<file path="src/rtl/uart_receive_frame_if.sv">
// Consumer-side handshake bundle of the UART receiver: character, status flags and read strobe.
interface uart_receive_frame_if #(
    parameter int DATA_BITS = 8
);
    logic                 charRead;
    logic [DATA_BITS-1:0] dataOut;
    logic                 charReady;
    logic                 frameError;
    logic                 overrun;
    logic                 busy;

    modport master (
        input  charRead,
        output dataOut, charReady, frameError, overrun, busy
    );

    modport slave (
        output charRead,
        input  dataOut, charReady, frameError, overrun, busy
    );
endinterface

</file>
<file path="src/rtl/uart_receive_frame.sv">
// UART receiver: oversampled start-bit validation, LSB-first assembly, stop-bit check,
// and a ready/read handshake with framing-error and overrun reporting.
module uart_receive_frame #(
    parameter int DATA_BITS  = 8,
    parameter int OVERSAMPLE = 16
) (
    input  logic                  clk,
    input  logic                  reset,
    input  logic                  rxIn,
    input  logic                  sampleTick,
    uart_receive_frame_if.master  rx_if
);
    localparam int TW = $clog2(OVERSAMPLE);
    localparam int BW = $clog2(DATA_BITS) + 1;

    localparam logic [TW-1:0] HALF_M1  = TW'(OVERSAMPLE / 2 - 1);
    localparam logic [TW-1:0] FULL_M1  = TW'(OVERSAMPLE - 1);
    localparam logic [BW-1:0] LAST_BIT = BW'(DATA_BITS - 1);

    localparam logic [2:0] S_IDLE  = 3'd0;
    localparam logic [2:0] S_START = 3'd1;
    localparam logic [2:0] S_DATA  = 3'd2;
    localparam logic [2:0] S_STOP  = 3'd3;
    localparam logic [2:0] S_BREAK = 3'd4;

    logic                 rx_meta_q, rx_s_q;
    logic [2:0]           state_q, state_d;
    logic [TW-1:0]        tick_cnt_q, tick_cnt_d;
    logic [BW-1:0]        bit_idx_q, bit_idx_d;
    logic [DATA_BITS-1:0] shift_q, shift_d;
    logic [DATA_BITS-1:0] data_q, data_d;
    logic                 ready_q, ready_d;
    logic                 frame_err_q, frame_err_d;
    logic                 overrun_q, overrun_d;

    always_comb begin
        state_d     = state_q;
        tick_cnt_d  = tick_cnt_q;
        bit_idx_d   = bit_idx_q;
        shift_d     = shift_q;
        data_d      = data_q;
        ready_d     = ready_q;
        frame_err_d = frame_err_q;
        overrun_d   = overrun_q;

        if (rx_if.charRead) begin
            ready_d   = 1'b0;
            overrun_d = 1'b0;
        end

        case (state_q)
            S_IDLE: begin
                if (!rx_s_q) begin
                    state_d    = S_START;
                    tick_cnt_d = '0;
                end
            end
            S_START: begin
                if (sampleTick) begin
                    if (tick_cnt_q == HALF_M1) begin
                        if (!rx_s_q) begin
                            state_d     = S_DATA;
                            tick_cnt_d  = '0;
                            bit_idx_d   = '0;
                            frame_err_d = 1'b0;
                        end else begin
                            state_d = S_IDLE;
                        end
                    end else begin
                        tick_cnt_d = tick_cnt_q + TW'(1);
                    end
                end
            end
            S_DATA: begin
                if (sampleTick) begin
                    if (tick_cnt_q == FULL_M1) begin
                        // Shifting in at the MSB leaves bit 0 holding the first received bit.
                        shift_d    = {rx_s_q, shift_q[DATA_BITS-1:1]};
                        bit_idx_d  = bit_idx_q + BW'(1);
                        tick_cnt_d = '0;
                        if (bit_idx_q == LAST_BIT) state_d = S_STOP;
                    end else begin
                        tick_cnt_d = tick_cnt_q + TW'(1);
                    end
                end
            end
            S_STOP: begin
                if (sampleTick) begin
                    if (tick_cnt_q == FULL_M1) begin
                        tick_cnt_d = '0;
                        if (rx_s_q) begin
                            state_d = S_IDLE;
                            // A read on this same edge frees the slot for the new character.
                            if (!ready_q || rx_if.charRead) begin
                                data_d    = shift_q;
                                ready_d   = 1'b1;
                                overrun_d = 1'b0;
                            end else begin
                                overrun_d = 1'b1;
                            end
                        end else begin
                            frame_err_d = 1'b1;
                            state_d     = S_BREAK;
                        end
                    end else begin
                        tick_cnt_d = tick_cnt_q + TW'(1);
                    end
                end
            end
            S_BREAK: begin
                if (rx_s_q) state_d = S_IDLE;
            end
            default: state_d = S_IDLE;
        endcase
    end

    always_ff @(posedge clk or negedge reset) begin
        if (!reset) begin
            rx_meta_q   <= 1'b1;
            rx_s_q      <= 1'b1;
            state_q     <= S_IDLE;
            tick_cnt_q  <= '0;
            bit_idx_q   <= '0;
            shift_q     <= '0;
            data_q      <= '0;
            ready_q     <= 1'b0;
            frame_err_q <= 1'b0;
            overrun_q   <= 1'b0;
        end else begin
            rx_meta_q   <= rxIn;
            rx_s_q      <= rx_meta_q;
            state_q     <= state_d;
            tick_cnt_q  <= tick_cnt_d;
            bit_idx_q   <= bit_idx_d;
            shift_q     <= shift_d;
            data_q      <= data_d;
            ready_q     <= ready_d;
            frame_err_q <= frame_err_d;
            overrun_q   <= overrun_d;
        end
    end

    assign rx_if.dataOut    = data_q;
    assign rx_if.charReady  = ready_q;
    assign rx_if.frameError = frame_err_q;
    assign rx_if.overrun    = overrun_q;
    assign rx_if.busy       = (state_q != S_IDLE);
endmodule

</file>
<file path="src/flat_wrapper.sv">
// flat-port wrapper written by rule: the top's interface ports become plain ports
module uart_receive_frame_flat 
#(
    parameter int DATA_BITS  = 8,
    parameter int OVERSAMPLE = 16
)
  (clk, reset, rxIn, sampleTick, rx_if_charRead, rx_if_dataOut, rx_if_charReady, rx_if_frameError, rx_if_overrun, rx_if_busy);
  uart_receive_frame_if #(.DATA_BITS(DATA_BITS)) rx_if_i ();
  input  logic clk;
  input  logic reset;
  input  logic rxIn;
  input  logic sampleTick;
  input wire logic [$bits(rx_if_i.charRead)-1:0] rx_if_charRead;
  output wire logic [$bits(rx_if_i.dataOut)-1:0] rx_if_dataOut;
  output wire logic [$bits(rx_if_i.charReady)-1:0] rx_if_charReady;
  output wire logic [$bits(rx_if_i.frameError)-1:0] rx_if_frameError;
  output wire logic [$bits(rx_if_i.overrun)-1:0] rx_if_overrun;
  output wire logic [$bits(rx_if_i.busy)-1:0] rx_if_busy;
  assign rx_if_i.charRead = rx_if_charRead;
  assign rx_if_dataOut = rx_if_i.dataOut;
  assign rx_if_charReady = rx_if_i.charReady;
  assign rx_if_frameError = rx_if_i.frameError;
  assign rx_if_overrun = rx_if_i.overrun;
  assign rx_if_busy = rx_if_i.busy;
  uart_receive_frame #(.DATA_BITS(DATA_BITS), .OVERSAMPLE(OVERSAMPLE)) u_core (.clk(clk), .reset(reset), .rxIn(rxIn), .sampleTick(sampleTick), .rx_if(rx_if_i));
endmodule
</file>
<file path="config.mk">
export PLATFORM = sky130hd
export DESIGN_NAME = uart_receive_frame_flat
export DESIGN_NICKNAME = d
export VERILOG_FILES = /design/src/rtl/uart_receive_frame_if.sv /design/src/rtl/uart_receive_frame.sv /design/src/flat_wrapper.sv
export SDC_FILE = /design/constraint.sdc
export NUM_CORES = 1
export LEC_CHECK = 0
export CAP_MARGIN = 0
export CORE_MARGIN = 2
export CORE_UTILIZATION = 49
export CTS_CLUSTER_SIZE = 28
export DETAILED_ROUTE_END_ITERATION = 7
export GPL_TIMING_DRIVEN = 0
export PLACE_DENSITY = 0.76
export REMOVE_ABC_BUFFERS = 1
export SYNTH_ARGS = -nofsm -noshare
export SYNTH_HDL_FRONTEND = slang
export SYNTH_SLANG_ARGS = --single-unit
</file>
<file path="constraint.sdc">
create_clock -name clk -period 1.9 [get_ports clk]
set_clock_uncertainty 0.2 [all_clocks]
set_input_delay 0.475 -clock clk [delete_from_list [all_inputs] [get_ports clk]]
set_output_delay 0.475 -clock clk [all_outputs]
set_load 0.01 [all_outputs]
</file>
After elaboration in Yosys (flattened, before gate mapping). Index checks and enable logic that the tools add are counted.

Mux-type cells: 43. Reduce and logical (&&, ||, !) cells: 14. Equal/unequal tests: 19. Add/subtract/negate cells: 2.

Operators by type and width (count): 2-to-1 mux 4 bit (10); 2-to-1 mux 3 bit (10); 2-to-1 mux 1 bit (18); one-hot mux 3 bit (5 select lines) (1); inequality test 2 x 1 -> 1 bit (second input constant) (6); inequality test 2 bit (second input constant) (6); one-hot mux 4 bit (3 select lines) (1); AND reduction 9 bit (1); adder 4 x 1 -> 4 bit (second input constant) (2); equality test 4 x 3 -> 1 bit (second input constant) (2); one-hot mux 4 bit (2 select lines) (1); AND reduction 7 bit (1); equality test 3 x 2 -> 1 bit (second input constant) (2); AND reduction 3 bit (2); AND reduction 6 bit (1); nonzero test 3 bit (2); AND reduction 5 bit (1); equality test 4 bit (second input constant) (1); nonzero test 2 bit (2); equality test 3 x 1 -> 1 bit (second input constant) (1); equality test 3 bit (second input constant) (1); logical NOT 3 bit (1); 2-to-1 mux 2 bit (1); one-hot mux 1 bit (2 select lines) (1); 3 further kinds (3).

Flip-flop bits (word level): 32. Output and inout port bits: 12. Logic and storage cells: 88.

Depth between registers and ports, before layout. Gate-level depths: netlist of the first run.

Depth in word-level cells: 7. Gate-level depth with buffers: 6. Gate-level depth less buffers: 5.

Worst setup path after synthesis of the first run. OpenSTA, ideal clock, no wires.

Kind: input to register. Start point: in sampleTick. End point: reg u_core.data_q[0], in the netlist u_core.rx_if.dataOut[0]. Cell stages on the path: 5. Data required time: 1575 ps. Buffers on the path: 1. Arrival time: 1674 ps. Slack: -99 ps. Cell sequence: buf_2 and4_1 nand4_1 a21oi_2 mux2_2.

Word-level cells in the longest chain between the ends: 1.

RTL lines: start, declared (line flat_wrapper.sv:12) `input logic sampleTick;`; AND reduction 5 bit (no line); end signal, assigned (line uart_receive_frame.sv:136) `data_q <= data_d;`; end, declared (line uart_receive_frame.sv:31) `logic [DATA_BITS-1:0] data_q, data_d;`.

No other way between the ends. A chain may end at the register's enable or synchronous reset.

Worst setup path after layout of the first run.
Start point: reg u_core.state_q[1]. End point: reg u_core.bit_idx_q[0].

Word-level cells in the longest chain between the ends: 3. Elaborated cells on any way between the ends: 10.

RTL lines: start, declared (line uart_receive_frame.sv:27) `logic [2:0] state_q, state_d;`; start signal, assigned (line uart_receive_frame.sv:132) `state_q <= state_d;`; equality test 3 x 1 -> 1 bit / equality test 3 x 2 -> 1 bit (equally long branches) (line uart_receive_frame.sv:51) `case (state_q)`; inequality test 2 bit (no line), or another cell as far along; AND reduction 6 bit (no line); end signal, assigned (line uart_receive_frame.sv:134) `bit_idx_q <= bit_idx_d;`; end, declared (line uart_receive_frame.sv:29) `logic [BW-1:0] bit_idx_q, bit_idx_d;`.

Several ways; a longest one is shown, not always the timed one.

==> flow_summary.json, run 1 <==
{
  "status": "finished, violations left",
  "violations": "hold timing, setup timing",
  "grt_pass1_vias": 1293,
  "worst_pin_slew_ns": 0.680,
  "finalSetupViolations": 14,
  "cts_tree": "built",
  "cts_htree_levels": 2,
  "fin_cells": 219,
  "hold_viol_final": 30,
  "p_leak_nw": 1.00,
  "die_w_um": 60.0,
  "cp_num_buf_inv": 1,
  "cts.sinks": 32,
  "drtIter0Drc": 110,
  "core_area_mm2": 0.00303,
  "routabilityCongestion": 0.838,
  "fmax_mhz": 501,
  "crit_chain": "buf_6 -> or4b_1 -> a211o_1 -> mux2_4",
  "cpMaxStageDelayCell": "or4b_1",
  "ys_ff_latch": 32,
  "worstSetupStartpointType": "flop",
  "setup_tns_ns": -0.496,
  "dp_hpwl_um": 1980,
  "antenna_found_initial": 0,
  "whs_ns": -0.0409,
  "clkTransAtPathRegs_ns": 0.10,
  "routed_via_density": 5.83,
  "endpoint_kind": "flop",
  "maxCapViolations": 0,
  "ys_seq_area_frac": 0.522,
  "hold_class": "input pin to asynchronous set/reset pin",
  "place_area_mm2": 0.00171,
  "vias": 1277,
  "cp.required_ns": 1.94,
  "syn_avg_cell_area_um2": 11.2,
  "most-common-layout-cells": "dfrtp_1 (26), buf_4 (17), mux2_4 (16)",
  "min_period_ns": 2.00,
  "postRouteAntennaNets": 0,
  "drv_slew": 0,
  "async_flop_share": 1.00,
  "cpPeakStageDelay_ns": 0.47,
  "design_area_mm2": 0.00207,
  "synth_edf_count": 0,
  "rsz0062_at_grt": "true",
  "pin_count": 17,
  "crit_type": "flop to flop",
  "cts-root-buf": "clkbuf_4",
  "ir_worst_vdd_mv": 0.419,
  "port_buffers": 16,
  "std_cell_rows": 20,
  "syn_to_final_growth_pct": 34.6,
  "drive_gt1_frac": 0.383,
  "arrival_ns": 2.03,
  "dieArea_mm2": 0.00360,
  "place_ws_ns": -0.944,
  "insertion_delay_ns": 0.34,
  "drt-total-wl_um": 3570,
  "setup_ws_ns": -0.0957,
  "wl_per_cell_um": 16.3,
  "layout_commonest_cell": "dfrtp_1",
  "grt_pass1_wl_um": 6040,
  "powerDensity_mw_per_mm2": 827,
  "drc": 0,
  "synth.cell_area_mm2": 0.00154,
  "crit_family": "simple AND/OR/NAND/NOR gates",
  "max-slew-margin-rel": 0.547,
  "syn_inst": 138,
  "grt_max_degree": 33,
  "critPathMaxFanout": 4,
  "start_util": 0.508,
  "dp_cells": 189,
  "yosys_warnings": 0,
  "cts.path.max_buffers": 2,
  "finalNetCount": 181,
  "track_usage": 0.229,
  "grt.overflow.total": 0,
  "cts_buffers": 5,
  "synth_cell_types": 41,
  "first_pass_iters": 4,
  "period_share": 1.05,
  "synth-main-ff-cell": "dfrtp_1",
  "antennaDiodeCount": 0,
  "chipHeight_um": 60.0
}
==> sequential cells by signal, indices dropped and copies added (netlist names) <==
register / cells
u_core.bit_idx_q: 4
u_core.rx_s_q: 1
u_core.rx_if.frameError: 1
u_core.tick_cnt_q: 4
u_core.rx_if.overrun: 1
u_core.rx_if.dataOut: 8
u_core.state_q: 3
u_core.shift_q: 8
u_core.rx_meta_q: 1
u_core.rx_if.charReady: 1
==> what timing repair did <==
action / 4_1_cts / 5_1_grt
cloned: 1 / 0
endpoints found under the setup margin: 63 / 23
gates resized for setup: 49 / 9
hold buffers: 0 / 0
pin swaps: 8 / 5
setup buffers: 20 / 2
==> final cells by class <==
| cell class | count | area, um2 |
|---|---|---|
| Fill cell | 220 | 957 |
| Sequential cell | 32 | 808 |
| Multi-Input combinational cell | 94 | 785 |
| Timing Repair Buffer | 38 | 350 |
| Tap cell | 44 | 55.1 |
| Clock buffer | 6 | 51.3 |
| Inverter | 3 | 11.3 |
| Clock inverter | 2 | 10.0 |
==> cells by family (layout without fill, tap and decap cells) <==
kind of cell               Yosys count  count (layout)  share of synthesized area
DFF                                 32              32                      0.522
AOI/OAI and AO/OA                   34              34                      0.149
adders and majority gates            2               2                     0.0163
xor gates and xnor gates             1               1                    0.00569
muxes                               19              19                      0.141
buffers and inverters               12              49                     0.0382
and+or+nand+nor                     38              38                      0.128
==> routing by layer <==
metal | vias up | wire length [um] | global-route usage
met3 | 10 | 246 | 0.0801
met5 | - | 0 | 0
li1 | 580 | - | -
met4 | 0 | 53 | 0.0857
met2 | 62 | 1750 | 0.346
met1 | 625 | 1530 | 0.302
==> power breakdown <==
group          switching (W)  internal (W)  total, W
Combinational       0.000228      0.000226  0.000454
Sequential          0.000102      0.000745  0.000847
Clock               0.000235      0.000176  0.000411
Total               0.000565       0.00115   0.00171
==> synth_stat cells (2+ instances only) <==
| cell | instances | share of area |
|---|---|---|
| dfstp_2 | 2 | 0.034 |
| nand3b_1 | 2 | 0.0098 |
| inv_1 | 3 | 0.0073 |
| nand4_1 | 3 | 0.012 |
| nand2_1 | 8 | 0.020 |
| ha_1 | 2 | 0.016 |
| nand3_1 | 2 | 0.0065 |
| a31oi_1 | 3 | 0.012 |
| nor2_1 | 13 | 0.032 |
| a21o_1 | 2 | 0.0098 |
| nor4_1 | 3 | 0.012 |
| a211o_1 | 2 | 0.011 |
| a22o_1 | 2 | 0.011 |
| a21oi_1 | 4 | 0.013 |
| dfrtp_1 | 30 | 0.49 |
| clkbuf_1 | 5 | 0.012 |
| mux2_2 | 17 | 0.12 |
| o21ai_0 | 12 | 0.039 |
==> final timing paths <==
path	startpoint	end	slack, ns	depth (start not counted)
min reg2reg	u_core.rx_meta_q$_DFF_PN1_	u_core.rx_s_q$_DFF_PN1_	0.16	0
min	reset	u_core.bit_idx_q[3]$_DFFE_PN0P_	-0.04	1
min in group clk	u_core.rx_meta_q$_DFF_PN1_	u_core.rx_s_q$_DFF_PN1_	0.16	0
max	u_core.state_q[1]$_DFFE_PN0P_	u_core.bit_idx_q[0]$_DFFE_PN0P_	-0.1	4
max reg2reg	u_core.state_q[1]$_DFFE_PN0P_	u_core.bit_idx_q[0]$_DFFE_PN0P_	-0.1	4
max in group asynchronous	reset	u_core.state_q[2]$_DFFE_PN0P_	1.06	1
==> stage by stage <==
step / utilization / power [W]
2_1_floorplan: - / 0.00104
3_3_place_gp: 0.564 / 0.00113
3_5_place_dp: 0.564 / 0.00115
4_1_cts: 0.684 / 0.00168
5_1_grt: 0.684 / 0.00180
6_report: 0.684 / 0.00171
(Power assumes the default switching activity.)
==> inputs of run 2 (changes only) <==
Settings changed: CAP_MARGIN 0 to 20, CORE_MARGIN 2 to unset.
==> run 2 against run 1 <==
The flow finishes with violations (setup timing). First-iteration DRC count decreased by 35%. Final cell count increased by 0.46%. Utilization up 5.2 points. Count of clock-buffer cells in the layout is 1 lower. Power increased by 12%. Largest cell class unchanged. Largest power group unchanged.
==> flow_summary.json, run 2 (synthesis results as in run 1) <==
{
  "status": "finished, violations left",
  "violations": "setup timing",
  "finalSetupViolations": 14,
  "hold_class": "flop to flop",
  "cts.path.max_buffers": 2,
  "arrival_ns": 2.01,
  "maxCapViolations": 0,
  "postCtsHoldBufs": 0,
  "design_area_mm2": 0.00212,
  "die_w_um": 58.0,
  "drt-total-wl_um": 3900,
  "grt_pass1_vias": 1261,
  "cts.sinks": 32,
  "dieArea_mm2": 0.00337,
  "pin_count": 17,
  "fmax_mhz": 507,
  "grt.overflow.total": 0,
  "layout_commonest_cell": "dfrtp_1",
  "most-common-layout-cells": "dfrtp_1 (26), buf_4 (19), mux2_4 (17)",
  "highest_layer": "met4",
  "chipHeight_um": 58.0,
  "grt_max_degree": 21,
  "port_buffers": 16,
  "setup_ws_ns": -0.0725,
  "finalNetCount": 184,
  "antenna_found_initial": 0,
  "core_area_mm2": 0.00288,
  "postRouteAntennaNets": 0,
  "clkTransAtPathRegs_ns": 0.11,
  "p_leak_nw": 1.02,
  "hold_viol_final": 0,
  "cts_tree": "built",
  "routabilityCongestion": 0.808,
  "wl_met3_um": 282,
  "period_share": 1.04,
  "critPathMaxFanout": 6,
  "routed_via_density": 6.01,
  "cts-root-buf": "clkbuf_4",
  "place_ws_ns": -0.981,
  "wl_per_cell_um": 17.7,
  "endpoint_kind": "flop",
  "cts_htree_levels": 2,
  "worst_pin_slew_ns": 0.906,
  "std_cell_rows": 19,
  "num-fill-cells": 199,
  "hp-start": "u_core.rx_meta_q$_DFF_PN1_",
  "crit_type": "flop to flop",
  "dp_hpwl_um": 1970,
  "max-slew-margin-rel": 0.394,
  "syn_to_final_growth_pct": 37.5,
  "min_period_ns": 1.97,
  "powerDensity_mw_per_mm2": 905,
  "first_pass_iters": 4,
  "worstSetupStartpointType": "flop",
  "rsz0062_at_grt": "true",
  "cts_buffers": 5,
  "drc": 0,
  "insertion_delay_ns": 0.34,
  "ir_worst_vdd_mv": 0.599,
  "antennaDiodeCount": 0,
  "place_area_mm2": 0.00172,
  "start_util": 0.535,
  "drive_gt1_frac": 0.393,
  "wl_met1_um": 1630,
  "vias": 1323,
  "r2r_start": "u_core.tick_cnt_q[0]$_DFFE_PN0P_",
  "track_usage": 0.239,
  "drv_slew": 0,
  "grt_pass1_wl_um": 5910,
  "drtIter0Drc": 72,
  "worstSetupStartpoint": "u_core.tick_cnt_q[0]$_DFFE_PN0P_",
  "cp.required_ns": 1.94,
  "routed-wl-met2_um": 1860
}
==> run 2: worst max-delay path, stage by stage (launching register included) <==
cell     delay (ns)
dfrtp_1        0.42
ha_4           0.15
and4_4         0.23
nand4_1        0.18
a21oi_4        0.22
buf_6          0.17
mux2_4         0.30
==> run 2: layer usage <==
layer  vias up  track usage
li1        585            -
met1       646        0.301
met2        78        0.371
met3        14       0.0714
met4         0        0.129
met5         -            0
==> run 2: layout make-up <==
class,instances,area (um2),area share
clock buffers,5,37.5,0.0177
clock inverters,3,42.5,0.0201
inverters,3,11.3,0.00532
multi-input cells,94,800,0.378
flip-flops and latches,32,808,0.382
well taps,42,52.6,0.0248
repair buffers,41,364,0.172
==> run 2: final timing paths <==
kind / endpoint / slack [ns] / depth (start not counted)
min: u_core.rx_s_q$_DFF_PN1_ / 0.16 / 0
max: u_core.rx_if.dataOut[3]$_DFFE_PN0P_ / -0.07 / 6
min reg2reg: u_core.rx_s_q$_DFF_PN1_ / 0.16 / 0
max reg2reg: u_core.rx_if.dataOut[3]$_DFFE_PN0P_ / -0.07 / 6
max in group asynchronous: u_core.state_q[1]$_DFFE_PN0P_ / 0.46 / 1
min in group asynchronous: u_core.rx_if.frameError$_DFFE_PN0P_ / 0.43 / 1
==> run 2: timing repair <==
item,in CTS,in global routing
gates resized for setup,49,9
buffers inserted,16,8
pin swaps,6,3
endpoints found under the setup margin,33,22
==> run 2: per-stage QoR <==
stage | setup TNS [ns] | power, W | util | hold WS [ns] | instances
after global routing | -1.02 | 0.00200 | 0.736 | 0.170 | 220
after CTS | -0.0327 | 0.00180 | 0.708 | 0.163 | 212
after floorplan | -3.44 | 0.00104 | - | -0.0206 | 129
after detailed placement | -20.58 | 0.00116 | 0.598 | 0.148 | 188
final | -0.627 | 0.00191 | 0.736 | 0.161 | 220
after global placement | -30.66 | 0.00113 | 0.592 | 0.147 | 187
==> run 2: power by group <==
group,internal (W),switching [W]
combinational,0.000290,0.000263
clock,0.000274,0.000253
sequential,0.000745,0.0000901
total,0.00131,0.000606
==> inputs of run 3 (changes only) <==
Settings changed: CORE_UTILIZATION 49 to 59, PLACE_DENSITY 0.76 to 0.85, REMOVE_ABC_BUFFERS 1 to unset, SKIP_CTS_REPAIR_TIMING set to 1.
Clock period 1.9 ns to 2.5 ns, I/O delays scaled along.
==> run 3 against run 2 <==
The run now ends clean. Critical path depth down 2. Final area down 12%. Combinational power down 39%. Global-route usage up 0.79 points. Hold slack about the same. Critical endpoint is now rx_if_busy. Sequential cell count unchanged. Die area down 16%. Sequential share of layout area up 4.9 points. Power down 35%. Clock power down 39%. Setup slack better by 0.16 ns.
==> flow_summary.json, run 3 (synthesis results as in run 1) <==
{
  "status": "completed",
  "antennaDiodeCount": 0,
  "maxCapViolations": 0,
  "drt-total-wl_um": 3020,
  "hp-start": "u_core.rx_meta_q$_DFF_PN1_",
  "place_area_mm2": 0.00175,
  "grt_pass1_wl_um": 4770,
  "use_met1": 0.327,
  "worstReg2RegEnd": "u_core.rx_if.dataOut[1]$_DFFE_PN0P_",
  "arrival_ns": 1.59,
  "start_util": 0.621,
  "cp.required_ns": 1.67,
  "r2r_start": "u_core.rx_s_q$_DFF_PN1_",
  "track_usage": 0.247,
  "most-common-layout-cells": "dfrtp_1 (29), mux2_2 (17), clkdlybuf4s50_1 (15)",
  "cts_buffers": 5,
  "drive_gt1_frac": 0.259,
  "postRouteAntennaNets": 0,
  "cts.sinks": 32,
  "drv_slew": 0,
  "design_area_mm2": 0.00187,
  "syn_to_final_growth_pct": 21.3,
  "cpMaxStageDelayCell": "clkdlybuf4s50_1",
  "grtUsageMet3": 0.0862,
  "crit_type": "flop to primary output",
  "drc": 0,
  "routed_via_density": 5.95,
  "rrSetupSlack_ns": 0.12,
  "crit_family": "buffers and inverters",
  "grt.overflow.total": 0,
  "fmax_mhz": 414,
  "holdPathStages": 0,
  "hold_viol_final": 0,
  "cts_tree": "built",
  "first_pass_iters": 4,
  "antenna_found_initial": 0,
  "grt_pass1_vias": 1056,
  "endpoint_kind": "primary output",
  "cts_htree_levels": 2,
  "routabilityCongestion": 0.944,
  "vias": 1166,
  "drtIter0Drc": 27,
  "powerDensity_mw_per_mm2": 668,
  "dieArea_mm2": 0.00282,
  "setup_tns_ns": 0,
  "dp_hpwl_um": 2030,
  "crit_chain": "clkbuf_4 -> nor2_4 -> nand2_1 -> clkdlybuf4s50_1",
  "ff2ff_path_depth": 4,
  "chipHeight_um": 53.1,
  "grt.busiest_layer": "met2",
  "whs_endpoint": "u_core.rx_s_q$_DFF_PN1_",
  "die_w_um": 53.1,
  "grt_use_met2": 0.365,
  "wl_per_cell_um": 15.4,
  "max-slew-margin-rel": 0.554,
  "cts-root-buf": "clkbuf_4",
  "pin_count": 17,
  "cp_num_buf_inv": 2,
  "insertion_delay_ns": 0.34,
  "clkTransAtPathRegs_ns": 0.10,
  "syn-num-nets": 145,
  "std_cell_rows": 18,
  "port_buffers": 15,
  "p_leak_nw": 0.853,
  "period_share": 0.965,
  "layout_commonest_cell": "dfrtp_1",
  "core_area_mm2": 0.00248,
  "worst-path-stages": 4,
  "ir_worst_vdd_mv": 0.524,
  "cts.path.max_buffers": 2,
  "hold_class": "flop to flop",
  "finalSetupViolations": 0,
  "critPathMaxFanout": 10,
  "grt_max_degree": 22,
  "worst_pin_slew_ns": 0.667,
  "worstSetupStartpointType": "flop",
  "finalNetCount": 172,
  "min_period_ns": 2.41,
  "rsz0062_at_grt": "false",
  "cpPeakStageDelay_ns": 0.47
}
==> run 3: changes by cell type in the layout (fill, tap and decap cells not counted), moves of 3 or more <==
cell	delta
clkdlybuf4s50_1	+12
mux2_2	+16
dlygate4sd2_1	-11
o21ai_0	+3
clkbuf_1	+3
buf_6	-3
mux2_4	-16
buf_4	-13
o21ai_1	-3
dfrtp_1	+3
dfrtp_2	-3
==> run 3: layer usage <==
layer | vias up | wire (um) | share of wire
met5 | - | 0 | 0
met4 | 0 | 43 | 0.014
met3 | 6 | 150 | 0.050
met2 | 34 | 1440 | 0.48
met1 | 559 | 1390 | 0.46
li1 | 567 | - | -
==> run 3: worst register-to-register path: cells and delay by family, from the launching register on <==
family	cells	cell delay, ns
compound gates	1	0.48
buf+inv	1	0.39
flops	1	0.54
mux	1	0.40
simple gates	1	0.27
==> run 3: layout make-up <==
type	instances	area (um2)
buffer	8	47.5
clock buffer	6	51.3
clock inverter	2	15.0
fill	172	611
inverter	3	11.3
multi-input combinational	94	684
sequential	32	805
tap	30	37.5
timing repair buffer	21	215
==> run 3: through the flow <==
| step | hold WS, ns | setup slack (ns) | cells | power (W) | util |
|---|---|---|---|---|---|
| 3_5_place_dp | 0.147 | 0.0482 | 184 | 0.000917 | 0.708 |
| 2_1_floorplan | 0.129 | 0.351 | 138 | 0.000823 | - |
| 6_report | 0.161 | 0.0864 | 196 | 0.00125 | 0.754 |
| 3_3_place_gp | 0.145 | 0.0803 | 183 | 0.000900 | 0.697 |
| 4_1_cts | 0.163 | -0.340 | 192 | 0.00124 | 0.735 |
| 5_1_grt | 0.172 | 0.00253 | 196 | 0.00132 | 0.754 |
==> run 3: report_power, final <==
part / internal [W] / switching (W) / leakage [nW] / total [W]
Sequential: 0.000563 / 0.0000273 / 0.419 / 0.000590
Combinational: 0.000139 / 0.000196 / 0.404 / 0.000335
Clock: 0.000136 / 0.000185 / 0.0305 / 0.000322
==> run 3: worst max path at each step <==
| stage | endpoint | start | slack (ns) |
|---|---|---|---|
| 6_report | rx_if_busy | u_core.state_q[0]$_DFFE_PN0P_ | 0.09 |
| 5_1_grt | rx_if_busy | u_core.state_q[0]$_DFFE_PN0P_ | 0.003 |
| 4_1_cts | rx_if_busy | u_core.state_q[0]$_DFFE_PN0P_ | -0.34 |
| 3_5_place_dp | rx_if_busy | u_core.state_q[0]$_DFFE_PN0P_ | 0.05 |
| 3_3_place_gp | u_core.shift_q[2]$_DFFE_PN0P_ | reset | 0.08 |
| 2_1_floorplan | u_core.rx_if.dataOut[0]$_DFFE_PN0P_ | sampleTick | 0.35 |
